File: src/rtl/seating_pkg.sv
// Shared seating definitions: seat state encoding, write field selects,
// time-of-day constants and the scanner FSM state type.
package seating_pkg;

    localparam int NUM_SEATS = 32;
    localparam int SEAT_W    = 5;
    localparam int TIME_W    = 11;
    localparam int DAY_MIN   = 1440;
    localparam int HALF_DAY  = 720;
    localparam int READ_LAT  = 1;
    localparam int CNT_W     = SEAT_W + 1;

    typedef enum logic [1:0] {
        ST_EMPTY    = 2'b00,
        ST_OCCUPIED = 2'b01,
        ST_AWAY     = 2'b10,
        ST_BANNED   = 2'b11
    } seat_state_t;

    // Field select on the seat memory write port.
    localparam logic [1:0] WS_NONE  = 2'b00;
    localparam logic [1:0] WS_STATE = 2'b01;
    localparam logic [1:0] WS_LIMIT = 2'b10;
    localparam logic [1:0] WS_BOTH  = 2'b11;

    typedef enum logic [2:0] {
        S_IDLE  = 3'd0,
        S_READ  = 3'd1,
        S_EVAL  = 3'd2,
        S_WRITE = 3'd3,
        S_NEXT  = 3'd4
    } scan_state_t;

endpackage

File: src/rtl/time_elapsed_mod.sv
// Wrap-safe minutes elapsed from limit_i to now_i on a circular day,
// computed one bit wider so the day offset is never truncated.
module time_elapsed_mod
    import seating_pkg::*;
#(
    parameter int TW      = TIME_W,
    parameter int DAY_LEN = DAY_MIN
) (
    input  logic [TW-1:0] now_i,
    input  logic [TW-1:0] limit_i,
    output logic [TW-1:0] elapsed_o
);

    localparam int SUM_W = TW + 1;
    localparam logic [SUM_W-1:0] DAY = SUM_W'(DAY_LEN);

    logic [SUM_W-1:0] sum;
    logic [SUM_W-1:0] wrapped;

    always_comb begin
        sum     = {1'b0, now_i} + DAY - {1'b0, limit_i};
        wrapped = sum - DAY;
        if (sum >= DAY) begin
            elapsed_o = wrapped[TW-1:0];
        end else begin
            elapsed_o = sum[TW-1:0];
        end
    end

endmodule

File: src/rtl/seat_expiry_scanner.sv
// Walks every seat on each minute change (or forced request) and releases
// occupied/away seats whose limit minute has passed; yields to host writes.
module seat_expiry_scanner
    import seating_pkg::*;
(
    input  logic              clk,
    input  logic              rst,
    input  logic [TIME_W-1:0] time_in,
    input  logic              scan_req,
    input  logic              host_busy,
    output logic [SEAT_W-1:0] rd_seat,
    input  logic [1:0]        rd_state,
    input  logic [TIME_W-1:0] rd_limit,
    output logic              write,
    output logic [SEAT_W-1:0] wr_seat,
    output logic [1:0]        wr_state,
    output logic [1:0]        wr_set,
    output logic              busy,
    output logic              done,
    output logic [CNT_W-1:0]  expired_cnt
);

    scan_state_t       state_q, state_d;
    logic [SEAT_W-1:0] seat_q, seat_d;
    logic [1:0]        lat_q, lat_d;
    logic [CNT_W-1:0]  cnt_q, cnt_d;
    logic [CNT_W-1:0]  exp_cnt_q, exp_cnt_d;
    logic [TIME_W-1:0] prev_time_q;
    logic [TIME_W-1:0] scan_time_q, scan_time_d;
    logic              first_q, first_d;
    logic              pending_q, pending_d;

    logic              trigger;
    logic [TIME_W-1:0] eval_time;
    logic [TIME_W-1:0] elapsed;
    logic              live_seat;
    logic              expired;

    assign trigger   = (time_in != prev_time_q) || scan_req;
    // The first seat of a scan sees the minute live; later seats reuse it.
    assign eval_time = first_q ? time_in : scan_time_q;
    assign live_seat = (rd_state == ST_OCCUPIED) || (rd_state == ST_AWAY);
    assign expired   = live_seat && (elapsed < TIME_W'(HALF_DAY));

    time_elapsed_mod #(
        .TW      (TIME_W),
        .DAY_LEN (DAY_MIN)
    ) u_elapsed (
        .now_i     (eval_time),
        .limit_i   (rd_limit),
        .elapsed_o (elapsed)
    );

    always_ff @(posedge clk or posedge rst) begin
        if (rst) begin
            state_q     <= S_IDLE;
            seat_q      <= '0;
            lat_q       <= '0;
            cnt_q       <= '0;
            exp_cnt_q   <= '0;
            prev_time_q <= '0;
            scan_time_q <= '0;
            first_q     <= 1'b0;
            pending_q   <= 1'b0;
        end else begin
            state_q     <= state_d;
            seat_q      <= seat_d;
            lat_q       <= lat_d;
            cnt_q       <= cnt_d;
            exp_cnt_q   <= exp_cnt_d;
            prev_time_q <= time_in;
            scan_time_q <= scan_time_d;
            first_q     <= first_d;
            pending_q   <= pending_d;
        end
    end

    always_comb begin
        state_d     = state_q;
        seat_d      = seat_q;
        lat_d       = lat_q;
        cnt_d       = cnt_q;
        exp_cnt_d   = exp_cnt_q;
        scan_time_d = scan_time_q;
        first_d     = first_q;
        pending_d   = pending_q;
        write       = 1'b0;
        done        = 1'b0;

        // Any number of triggers during a scan collapse into one rescan.
        if (trigger && (state_q != S_IDLE)) begin
            pending_d = 1'b1;
        end

        case (state_q)
            S_IDLE: begin
                if (trigger || pending_q) begin
                    state_d   = S_READ;
                    seat_d    = '0;
                    lat_d     = '0;
                    cnt_d     = '0;
                    first_d   = 1'b1;
                    pending_d = 1'b0;
                end
            end
            S_READ: begin
                if (lat_q == 2'(READ_LAT - 1)) begin
                    state_d = S_EVAL;
                end else begin
                    lat_d = lat_q + 2'd1;
                end
            end
            S_EVAL: begin
                if (first_q) begin
                    scan_time_d = time_in;
                    first_d     = 1'b0;
                end
                state_d = expired ? S_WRITE : S_NEXT;
            end
            S_WRITE: begin
                if (!host_busy) begin
                    write   = 1'b1;
                    cnt_d   = (cnt_q == '1) ? cnt_q : cnt_q + CNT_W'(1);
                    state_d = S_NEXT;
                end
            end
            S_NEXT: begin
                if (seat_q == SEAT_W'(NUM_SEATS - 1)) begin
                    done      = 1'b1;
                    exp_cnt_d = cnt_q;
                    state_d   = S_IDLE;
                end else begin
                    seat_d  = seat_q + SEAT_W'(1);
                    lat_d   = '0;
                    state_d = S_READ;
                end
            end
            default: begin
                state_d = S_IDLE;
            end
        endcase
    end

    assign rd_seat     = seat_q;
    assign wr_seat     = seat_q;
    assign wr_state    = ST_EMPTY;
    assign wr_set      = write ? WS_STATE : WS_NONE;
    assign busy        = (state_q != S_IDLE);
    assign expired_cnt = exp_cnt_q;

endmodule
File: config.mk
export PLATFORM = sky130hd
export DESIGN_NAME = seat_expiry_scanner
export DESIGN_NICKNAME = d
export VERILOG_FILES = /design/src/rtl/seating_pkg.sv /design/src/rtl/time_elapsed_mod.sv /design/src/rtl/seat_expiry_scanner.sv
export SDC_FILE = /design/constraint.sdc
export NUM_CORES = 1
export LEC_CHECK = 0
export BUFFER_PORTS_ARGS = -buffer_cell sky130_fd_sc_hd__buf_2
export CAP_MARGIN = 10
export CORE_MARGIN = 2
export CORE_UTILIZATION = 50
export CTS_CLUSTER_DIAMETER = 120
export CTS_CLUSTER_SIZE = 40
export DETAILED_ROUTE_END_ITERATION = 8
export PLACE_DENSITY = 0.75
export SYNTH_ARGS = -nofsm -noshare
export SYNTH_HDL_FRONTEND = slang
export SYNTH_HIERARCHICAL = 1
export SYNTH_SLANG_ARGS = --single-unit
File: constraint.sdc
create_clock -name clk -period 3.85 [get_ports clk]
set_input_delay 0.77 -clock clk [delete_from_list [all_inputs] [get_ports clk]]
set_output_delay 0.77 -clock clk [all_outputs]
set_load 0.01 [all_outputs]
==> run metrics <==
average cell area after synthesis 10.28 um^2; Sink Count 46; YS warnings 6; Final HPWL DP 5072 um; DR pass1 iterations 4; Crit path arrival time 4.02 ns; status finished, violations left; Finished Layout Cells 468; area growth from synthesis to layout 24.39%; FF+latch area 1152 um^2; Final Cycle Share 100.2%; max-capacitance violation count 0; grt ovf 0; mapped cell area 3207 um^2; Multi-input gate area 1983 um^2; Chip Width 84.09 um; violated checks setup timing; Worst-path clk slew 0.09 ns; final net count 445; Initial Util 51.09%; Slew headroom 39.43%; Max Freq 259.2 MHz; fin worst setup slack -0.008741 ns; Hold WS 0.5080 ns; Post-DRT Antenna Nets 0; vias per inst 5.359; worst skew pair latency 0.30 ns; share of layout cells above drive strength 1 41.69%; GP Congestion 0.8394; fill count 524; VDD IR-drop max 0.4418 mV; Rows 29; final setup fails 1; maximum clock path buffer count 2; CP Data Required Time 4.01 ns; largest net degree at the start of global routing 47; Post-Route WL 6582 um; I/O Buffers 47; DRC 0; Clock Skew 0.01072 ns; vias in the first global route 2,555; iteration-0 DRC count of the detailed router 91; WL/cell 14.06 um; clk root buf clkbuf_8; DP Cell Count 455; first-pass GRT wire length 11,390 um; Hold Crit Class reg2reg; CP startpoint kind input port; Total GRT Usage 19.61%; RSZ-0062 raised after global routing yes; ANT cells 0; CTS tree built; vias post-DR 2,508; Worst Tran Pin Value 0.9053 ns; core footprint 6277 um^2; I/O Pins 51; critical path type in2reg; CTS Buf Count 5; Slew Limit Fails 0; initial antenna violation count 0; Static Leak 0.001915 uW; worst-path fanout max 3; Worst setup EP type flip-flop; Hold-fix buffers, CTS 0; Tmin final 3.859 ns; PwrDens 727.6 nW/um^2; Final Hold Fails 0; htree depth 2; post-synthesis cell count 312; dpl ws -0.3676 ns; die area 7070 um^2; Die H 84.09 um
[critical path: stages]
cell and delay (ns):
buf_6 0.09, mux2_4 0.27, ha_4 0.22, ha_4 0.16, fa_2 0.36, a211oi_4 0.23, o211ai_1 0.16, and4b_1 0.20
or4_4 0.55, o21bai_1 0.20, xnor2_1 0.15, o211a_1 0.17, o21ai_1 0.05, a22o_1 0.21, nand2_1 0.09, o2111ai_1 0.13
[cells in the final DEF, fill, tap and decap left out, drive strengths merged, types with 2 or more instances in the layout]
| master | instances |
|---|---|
| xnor2 | 17 |
| nand4 | 3 |
| o21ai | 17 |
| dfrtp | 46 |
| nor3 | 5 |
| inv | 30 |
| clkinv | 2 |
| conb | 3 |
| mux2 | 28 |
| and4b | 2 |
| a21o | 2 |
| or4 | 2 |
| clkbuf | 7 |
| buf | 85 |
| nand3 | 5 |
| nor2b | 3 |
| a31oi | 3 |
| o22ai | 3 |
| nor2 | 17 |
| a211oi | 5 |
| nand2 | 19 |
| o211a | 2 |
| ha | 26 |
| o31ai | 2 |
| o211ai | 6 |
| nand2b | 5 |
| xor2 | 3 |
| and3 | 4 |
| a21boi | 4 |
| mux2i | 3 |
| a21oi | 18 |
[final cells by class]
class,count,share of cell area [%]
multi-input combinational,221,49.72
sequential,46,28.89
timing repair buffer,85,13.36
inverter,31,2.980
clock buffer,7,2.415
tap,77,2.415
clock inverter,1,0.2196
[power by group]
| part | switching (uW) | leakage [uW] | internal (uW) |
|---|---|---|---|
| Combinational | 915 | 0.00128 | 960 |
| Sequential | 97.6 | 0.000582 | 597 |
| Clock | 167 | 0.0000544 | 165 |
| Total | 1180 | 0.00191 | 1720 |
[flip-flops by register name, summed over array words and instances (netlist names)]
signal,cells
prev_time_q,11
expired_cnt,6
first_q,1
rd_seat,5
state_q,3
lat_q,2
cnt_q,6
pending_q,1
scan_time_q,11
[worst paths after layout]
kind	start	to	slack, ns	cells after the start
worst min register to register	expired_cnt[4]	expired_cnt[4]	0.51	1
max in group asynchronous	rst	first_q	2.84	3
min in group asynchronous	rst	expired_cnt[2]	0.60	3
worst min-delay path	expired_cnt[4]	expired_cnt[4]	0.51	1
worst max-delay path	time_in[1]	state_q[0]	-0.009	16
worst max register to register	first_q	state_q[0]	0.01	15
[metal layers]
layer	vias to the layer above	GRT usage [%]	part of all wire [%]
li1	1242	-	-
met1	1202	24.69	45
met2	50	33.84	50
met3	14	3.264	2.8
met4	0	6.891	2.1
met5	-	0	0
[stage by stage]
stage	total power, uW	cell area [um^2]	setup TNS (ns)	util (%)
2_1_floorplan	1905	3262	-0.01412	-
3_3_place_gp	2336	3729	-0.5742	59.40
3_5_place_dp	2410	3729	-0.8709	59.40
4_1_cts	2844	3946	0	62.87
5_1_grt	3138	3989	-0.2402	63.54
6_report	2902	3989	-0.008741	63.54
[timing repair]
item                       4_1_cts  5_1_grt
setup buffers                    3        2
setup endpoints to repair        2        3
resized for setup               12        7
pin swaps                        9       10
gates cloned                     0        0
No activity file was read; power rests on OpenSTA's default activity.
